<file path="config.mk">
export PLATFORM = sky130hd
export DESIGN_NAME = idct4x4_sched
export DESIGN_NICKNAME = d
export VERILOG_FILES = /design/src/rtl/idct4x4_sched.sv
export SDC_FILE = /design/constraint.sdc
export NUM_CORES = 1
export LEC_CHECK = 0
export BUFFER_PORTS_ARGS = -buffer_cell sky130_fd_sc_hd__buf_2
export CAP_MARGIN = 20
export CORE_ASPECT_RATIO = 1.5
export CORE_UTILIZATION = 47
export DETAILED_ROUTE_END_ITERATION = 8
export GPL_ROUTABILITY_DRIVEN = 0
export HOLD_SLACK_MARGIN = 0.03
export PLACE_DENSITY = 0.71
export REMOVE_ABC_BUFFERS = 1
export SLEW_MARGIN = 30
export SYNTH_ARGS = -nofsm -noshare
export SYNTH_HDL_FRONTEND = slang
export SYNTH_SLANG_ARGS = --single-unit
export TNS_END_PERCENT = 5
</file>
<file path="constraint.sdc">
create_clock -name clk -period 5.3 [get_ports clk]
set_input_delay 0.265 -clock clk [delete_from_list [all_inputs] [get_ports clk]]
set_output_delay 0.265 -clock clk [all_outputs]
set_load 0.01 [all_outputs]
</file>
<file path="src/rtl/idct4x4_sched.sv">


module idct4x4_sched #(
  parameter int WX     = 16,
  parameter int WY     = 22,
  parameter int SHIFT1 = 7,
  parameter int SHIFT2 = 12,
  parameter int OUT_W  = 16
) (
  input  logic                    clk,
  input  logic                    rst,
  input  logic                    in_valid,
  output logic                    in_ready,
  input  logic signed [WX-1:0]    in_row0,
  input  logic signed [WX-1:0]    in_row1,
  input  logic signed [WX-1:0]    in_row2,
  input  logic signed [WX-1:0]    in_row3,
  output logic                    core_load,
  output logic signed [WX-1:0]    core_x0,
  output logic signed [WX-1:0]    core_x1,
  output logic signed [WX-1:0]    core_x2,
  output logic signed [WX-1:0]    core_x3,
  input  logic signed [WY-1:0]    core_y0,
  input  logic signed [WY-1:0]    core_y1,
  input  logic signed [WY-1:0]    core_y2,
  input  logic signed [WY-1:0]    core_y3,
  output logic                    out_valid,
  input  logic                    out_ready,
  output logic signed [OUT_W-1:0] out_row0,
  output logic signed [OUT_W-1:0] out_row1,
  output logic signed [OUT_W-1:0] out_row2,
  output logic signed [OUT_W-1:0] out_row3,
  output logic                    busy,
  output logic                    blk_done
);
  typedef enum logic [2:0] {ROW, ROW_DRAIN, COL, COL_DRAIN, OUT} state_t;

  state_t     state_reg;
  logic [1:0] rcnt_reg, ccnt_reg, ocnt_reg;
  logic       dcnt_reg;

  // Issue tag pipeline, aligned with the 2-cycle core latency. p2 describes
  // the result that is on core_y in the current cycle.
  logic       p1_vld_reg, p1_col_reg, p2_vld_reg, p2_col_reg;
  logic [1:0] p1_idx_reg, p2_idx_reg;

  logic signed [WX-1:0]    tbuf [4][4];
  logic signed [OUT_W-1:0] obuf [4][4];

  logic signed [WX-1:0]    in_row [4];
  logic signed [WX-1:0]    core_x [4];
  logic signed [WY-1:0]    core_y [4];
  logic signed [WX-1:0]    st1    [4];
  logic signed [OUT_W-1:0] st2    [4];
  logic                    in_hs, out_hs;

  assign in_row[0] = in_row0;
  assign in_row[1] = in_row1;
  assign in_row[2] = in_row2;
  assign in_row[3] = in_row3;
  assign core_y[0] = core_y0;
  assign core_y[1] = core_y1;
  assign core_y[2] = core_y2;
  assign core_y[3] = core_y3;
  assign core_x0   = core_x[0];
  assign core_x1   = core_x[1];
  assign core_x2   = core_x[2];
  assign core_x3   = core_x[3];

  assign in_ready  = (state_reg == ROW);
  assign out_valid = (state_reg == OUT);
  assign in_hs     = in_valid && in_ready;
  assign out_hs    = out_valid && out_ready;
  assign core_load = in_hs || (state_reg == COL);
  assign busy      = !((state_reg == ROW) && (rcnt_reg == 2'd0));
  assign blk_done  = out_hs && (ocnt_reg == 2'd3);

  // Row pass feeds the input straight through. Column pass reads a tbuf column.
  always_comb begin
    for (int j = 0; j < 4; j++) begin
      core_x[j] = '0;
      if (in_hs)
        core_x[j] = in_row[j];
      else if (state_reg == COL)
        core_x[j] = tbuf[j][ccnt_reg];
    end
  end

  assign out_row0 = out_valid ? obuf[ocnt_reg][0] : '0;
  assign out_row1 = out_valid ? obuf[ocnt_reg][1] : '0;
  assign out_row2 = out_valid ? obuf[ocnt_reg][2] : '0;
  assign out_row3 = out_valid ? obuf[ocnt_reg][3] : '0;

`ifdef IDCT4_ROUND_EN
  localparam logic signed [WY:0] RND1 = (WY+1)'(1) << (SHIFT1 - 1);
  localparam logic signed [WY:0] RND2 = (WY+1)'(1) << (SHIFT2 - 1);
`endif

  // Per-lane scaling. One guard bit keeps the rounding add from wrapping.
  // The arithmetic shift floors before truncation.
  for (genvar gi = 0; gi < 4; gi++) begin : g_lane
    logic signed [WY:0] y_ext, sum1, sum2;
    assign y_ext = {core_y[gi][WY-1], core_y[gi]};
`ifdef IDCT4_ROUND_EN
    assign sum1 = y_ext + RND1;
    assign sum2 = y_ext + RND2;
`else
    assign sum1 = y_ext;
    assign sum2 = y_ext;
`endif
    assign st1[gi] = WX'(sum1 >>> SHIFT1);
    assign st2[gi] = OUT_W'(sum2 >>> SHIFT2);
  end

  // Result capture. Reset kills the tags, so in-flight results are dropped.
  always_ff @(posedge clk) begin
    if (rst && p2_vld_reg) begin
      for (int j = 0; j < 4; j++) begin
        if (p2_col_reg)
          obuf[j][p2_idx_reg] <= st2[j];
        else
          tbuf[p2_idx_reg][j] <= st1[j];
      end
    end
  end

  always_ff @(posedge clk) begin
    if (!rst) begin
      state_reg  <= ROW;
      rcnt_reg   <= 2'd0;
      ccnt_reg   <= 2'd0;
      ocnt_reg   <= 2'd0;
      dcnt_reg   <= 1'b0;
      p1_vld_reg <= 1'b0;
      p1_col_reg <= 1'b0;
      p1_idx_reg <= 2'd0;
      p2_vld_reg <= 1'b0;
      p2_col_reg <= 1'b0;
      p2_idx_reg <= 2'd0;
    end else begin
      p1_vld_reg <= core_load;
      p1_col_reg <= (state_reg == COL);
      p1_idx_reg <= (state_reg == COL) ? ccnt_reg : rcnt_reg;
      p2_vld_reg <= p1_vld_reg;
      p2_col_reg <= p1_col_reg;
      p2_idx_reg <= p1_idx_reg;
      case (state_reg)
        ROW: begin
          if (in_hs) begin
            rcnt_reg <= rcnt_reg + 2'd1;
            if (rcnt_reg == 2'd3) state_reg <= ROW_DRAIN;
          end
        end
        ROW_DRAIN: begin
          dcnt_reg <= ~dcnt_reg;
          if (dcnt_reg) state_reg <= COL;
        end
        COL: begin
          ccnt_reg <= ccnt_reg + 2'd1;
          if (ccnt_reg == 2'd3) state_reg <= COL_DRAIN;
        end
        COL_DRAIN: begin
          dcnt_reg <= ~dcnt_reg;
          if (dcnt_reg) state_reg <= OUT;
        end
        OUT: begin
          if (out_hs) begin
            ocnt_reg <= ocnt_reg + 2'd1;
            if (ocnt_reg == 2'd3) state_reg <= ROW;
          end
        end
        default: state_reg <= ROW;
      endcase
    end
  end
endmodule

</file>
==> impl_metrics.yaml, run 1 <==
clocking:
  clkSlewWorstSetupHoldPaths_ps: 60
  clk_latency_ps: 540
  cts_setup_buffers: 0
  cts_buffers: 39
  cts.htree.levels: 2
  clock_sinks: 420
  cts_tree: "yes"
  cts_max_path_buffers: 3
  cts_root_buffer: "clkbuf_16"
global_route:
  grt_remaining_overflow: 0
  grt_pass1_wl_um: 50420
  grt_max_degree: 62
  grt_pass1_vias: 8852
  antenna_found_initial: 0
  track_usage: 0.1906
finish:
  fin_util: 0.5793
  diodes: 0
  areaGrowthSynthToFinish_pct: 20.50
  area.sequential_sq_um: 12420
  fillers: 2628
  largest_reg_flops: 240
  drive_gt1_frac: 0.3364
  nNetsFinal: 1326
  multi_input_area_sq_um: 3771
job:
  cap_violations: 0
route:
  wl_per_cell_um: 20.68
  vias_per_cell: 5.320
  routed_wl_um: 34360
  drc: 0
  vias: 8842
  first_pass_iters: 5
  drt_iter0_drc: 523
  ant_nets: 0
synth:
  synth_seq_area_share: 0.7489
  yosys-top-cells-area: "edfxtp_1 (72%), mux2i_1 (7.4%), mux4_2 (5.4%)"
  yosysUniqueCellTypes: 38
  netlist_area_sq_um: 16570
  synth_commonest_cells: "edfxtp_1 (400), mux2i_1 (122), a21o_1 (63)"
  synthFlopType: "edfxtp_1"
  synth_top_area_cell: "edfxtp_1"
  synth_most_common_cell: "edfxtp_1"
  async_flop_share: 0
  postSynthAreaPerCell_sq_um: 18.64
  synth_cells: 889
  synth-edff-count: 400
  synth_warnings: 0
  synth.top_cell.area_share: 0.7247
  ys_seq_elements: 420
die:
  core-area_sq_um: 34480
  die_x_um: 155.3
  fp-row-count: 83
  die_h_um: 232.0
  io_pins: 289
  die-area_sq_um: 36030
  start_util: 0.4807
timing:
  tightest_slew_ps: 964.9
  relSlewSlack: 0.3532
  min_period_over_period: 0.5837
  whs_ps: 46.11
  fin_tns_setup_ps: 0
  hold_violations: 0
  fmax_ghz: 0.3232
  period_needed_ps: 3094
  rsz0062_at_grt: "false"
  drv_slew: 0
  setup_viol: 0
  final.setup.worst_slack_ps: 2206
  fin_skew_ps: 11.49
power:
  power_mw: 6.702
  pwr_density_cell_nw_per_um2: 335.6
  leakagePower_nw: 7.250
  irDropWorstVdd_uv: 293.6
run_status:
  outcome: "completed"
placed_design:
  io_buffers: 260
  pre_cts_ws_ps: 2564
  dp_hpwl_um: 21000
setup_path:
  worstPathRequired_ps: 5040
  critPathArrivalTime_ps: 2830
  critPathMaxFanout: 60
  start_kind: "flip-flop"
  critPathKind: "flip-flop to output pin"
  worstSetupEndpointType: "output pin"
worst_hold_path:
  hold_class: "input port to flip-flop"
[placed cells by master, fill, tap and decap left out, drive strengths merged, types with 4 or more instances in the layout]
cell	synthesis	layout
edfxtp	400	400
buf	57	283
mux2i	122	122
a21o	63	63
o22ai	59	59
and2	52	52
clkbuf	20	49
mux4	40	40
dlygate4sd3	0	30
dfxtp	20	20
clkinv	0	13
nand2	9	9
nor2	7	7
bufinv	0	5
ha	4	4
[final cells by class]
type	instances	share of cell area
clock inverters	21	0.01178
inverters	2	0.0003759
repair buffers	313	0.09447
flip-flops and latches	420	0.6219
clock buffers	49	0.05338
multi-input cells	390	0.1888
well taps	467	0.02926
[worst max-delay path, cell delays in order (launching register included)]
cell	delay [ps]
dfxtp_1	610
or4b_4	920
o22ai_1	490
a21o_1	130
buf_2	120
[power by group]
group          switching [mW]  total (mW)  leakage [nW]  internal (mW)
clock                    1.16        2.83         0.631           1.67
combinational           0.124       0.222          2.86         0.0977
sequential            0.00624        3.65          3.76           3.65
total                    1.29        6.70          7.25           5.42
[kinds of logic (layout without fill, tap and decap cells)]
logic type	Yosys count	count (layout)	synth area share
AOI/OAI and AO/OA	128	128	0.05473
xor gates and xnor gates	5	5	0.002643
adders and majority gates	4	4	0.003020
buffers and inverters	79	385	0.02869
DFF	420	420	0.7489
muxes	162	162	0.1280
and+or+nand+nor	91	91	0.03397
[final timing paths]
path | startpoint | end | slack (ps) | cells after the start
min reg2reg | p1_idx_reg[0]$_SDFF_PN0_ | p2_idx_reg[0]$_SDFF_PN0_ | 440 | 1
max reg2reg | p2_col_reg$_SDFF_PN0_ | tbuf[3][37]$_DFFE_PP_ | 2980 | 3
min | core_y2[20] | obuf[2][24]$_DFFE_PP_ | 50 | 1
max | state_reg[1]$_SDFFE_PN0P_ | core_x3[7] | 2210 | 4
[stage by stage]
step                instance area [sq um]  std cells
floorplan                           16110        812
global route                        19970       1662
global placement                    18210       1556
detailed placement                  18320       1560
CTS                                 19900       1658
finish                              19970       1662
[metal layers]
| metal | wire (um) | track usage |
|---|---|---|
| met2 | 18630 | 0.3459 |
| met4 | 886 | 0.06801 |
| met5 | 0 | 0 |
| met3 | 1291 | 0.02893 |
| met1 | 13560 | 0.2288 |
[what timing repair did]
item | 4_1_cts | 5_1_grt
hold buffers | 28 | 2
setup endpoints to repair | 0 | 0
endpoints found under the hold margin | 123 | 14
resized for setup | 0 | 0
Power figures use the tool's default switching activity.
==> run 2: changes to the inputs <==
==> constraint.sdc (replaced) <==
create_clock -name clk -period 2.5 [get_ports clk]
set_input_delay 0.125 -clock clk [delete_from_list [all_inputs] [get_ports clk]]
set_output_delay 0.125 -clock clk [all_outputs]
set_load 0.01 [all_outputs]
==> run 2 against run 1 <==
  * Hold slack gained 320 ps
  * Final cell count grew 3.5%
  * Core utilization grew 1.5 points
  * Critical path type unchanged
  * Largest power group unchanged
==> impl_metrics.yaml, run 2 (synthesis results as in run 1) <==
run_status:
  outcome: "completed"
route:
  drt_iter0_drc: 483
  wl_per_cell_um: 20.87
  ant_nets: 0
  routed_wl_um: 35900
  drc: 0
  first_pass_iters: 5
  vias_per_cell: 5.283
  vias: 9087
timing:
  drv_slew: 0
  tightest_slew_ps: 572.8
  hold_violations: 0
  fin_skew_ps: 10.24
  fmax_ghz: 0.4141
  relSlewSlack: 0.6181
  period_needed_ps: 2415
  rsz0062_at_grt: "true"
  setup_viol: 0
  min_period_over_period: 0.9660
  final.setup.worst_slack_ps: 85.10
finish:
  drive_gt1_frac: 0.3403
  layout_common_cells: "edfxtp_1 (400), buf_2 (260), mux2i_1 (122), a21o_1 (63), dlygate4sd3_1 (63)"
  fin_util: 0.5942
  final_common_cell: "edfxtp_1"
  nNetsFinal: 1383
  largest_reg_flops: 240
  areaGrowthSynthToFinish_pct: 23.61
setup_path:
  critPathMaxFanout: 13
  r2r_cells: 3
  r2r_start: "p2_col_reg$_SDFF_PN0_"
  worstSetupEndpointType: "output pin"
  critPathArrivalTime_ps: 2290
  reg2reg_slack_ps: 580
  critPathKind: "flip-flop to output pin"
  worstPathRequired_ps: 2380
  start_kind: "flip-flop"
  timing.rr.end: "tbuf[0][3]$_DFFE_PP_"
die:
  die_h_um: 232.0
  core-area_sq_um: 34480
  start_util: 0.4807
  io_pins: 289
  fp-row-count: 83
  die_x_um: 155.3
  die-area_sq_um: 36030
job:
  cap_violations: 0
global_route:
  grt_max_degree: 68
  track_usage: 0.1990
  grt.met1_usage: 0.2375
  top_usage_layer: "met2"
  grt_pass1_vias: 9178
  antenna_found_initial: 0
  grt_remaining_overflow: 0
  use_met3: 0.02464
  grt_pass1_wl_um: 52840
  grt_use_met2: 0.3648
worst_hold_path:
  min_to: "tbuf[3][17]$_DFFE_PP_"
  hold_class: "input port to flip-flop"
  worstHoldStart: "core_y2[8]"
  holdPathStages: 2
placed_design:
  pre_cts_ws_ps: 335.6
  dp_hpwl_um: 21620
  io_buffers: 260
clocking:
  clk_latency_ps: 520
  cts_buffers: 39
  clkSlewWorstSetupHoldPaths_ps: 60
  clock_sinks: 420
  cts_max_path_buffers: 3
  cts_root_buffer: "clkbuf_16"
  cts.htree.levels: 2
  cts_tree: "yes"
power:
  power_mw: 13.98
  leakagePower_nw: 7.503
  pwr_density_cell_nw_per_um2: 682.2
  irDropWorstVdd_uv: 376.7
run 2: worst max-delay path, cell delays in order (launching register included):
cell     delay, ps
dfxtp_4        410
or4b_4         680
buf_4          220
o22ai_1        220
a21o_1         110
buf_2          120
run 2: area by class of cell:
class / count / area (sq um)
inverters: 2 / 7.507
clock buffers: 53 / 1134
flip-flops and latches: 420 / 12430
repair buffers: 368 / 2422
diodes: 1 / 2.502
clock inverters: 17 / 108.9
multi-input cells: 392 / 3799
fillers: 2583 / 13990
well taps: 467 / 584.3
run 2: through the flow:
step	cell area (sq um)	hold slack, ps	cells	TNS, ps
2_1_floorplan	16110	223.9	812	-592790
5_1_grt	20480	345.2	1719	-3.537
6_report	20490	364.1	1720	0
4_1_cts	20410	336.1	1711	0
3_5_place_dp	18460	344.7	1572	0
3_3_place_gp	18460	344.6	1572	0
run 2: per-layer routing:
layer / vias up / wire length [um]
li1: 4181 / -
met1: 4601 / 14010
met5: - / 0
met4: 0 / 1069
met2: 246 / 19450
met3: 59 / 1367
run 2: where the power goes:
part	total, mW	internal [mW]	switching [mW]
combinational	0.515	0.243	0.271
sequential	7.74	7.73	0.0139
clock	5.72	3.29	2.43
run 2: worst max-delay path by stage:
| stage | startpoint | endpoint | slack [ps] | cells past startpoint |
|---|---|---|---|---|
| 3_3_place_gp | state_reg[2]$_SDFFE_PN0P_ | core_x1[12] | 360 | 5 |
| 2_1_floorplan | p2_col_reg$_SDFF_PN0_ | tbuf[0][0]$_DFFE_PP_ | -2640 | 2 |
| 4_1_cts | state_reg[2]$_SDFFE_PN0P_ | core_x2[3] | 2 | 5 |
| 6_report | state_reg[2]$_SDFFE_PN0P_ | core_x1[11] | 90 | 5 |
| 3_5_place_dp | state_reg[2]$_SDFFE_PN0P_ | core_x3[6] | 340 | 5 |
| 5_1_grt | state_reg[2]$_SDFFE_PN0P_ | core_x3[4] | -4 | 5 |
run 2: what timing repair did:
item / 4_1_cts / 5_1_grt
setup buffers: 4 / 8
hold buffers: 63 / 0
pin swaps: 1 / 1
gates cloned: 2 / 0
setup endpoints to repair: 72 / 23
resized for setup: 7 / 3
endpoints found under the hold margin: 410 / 0
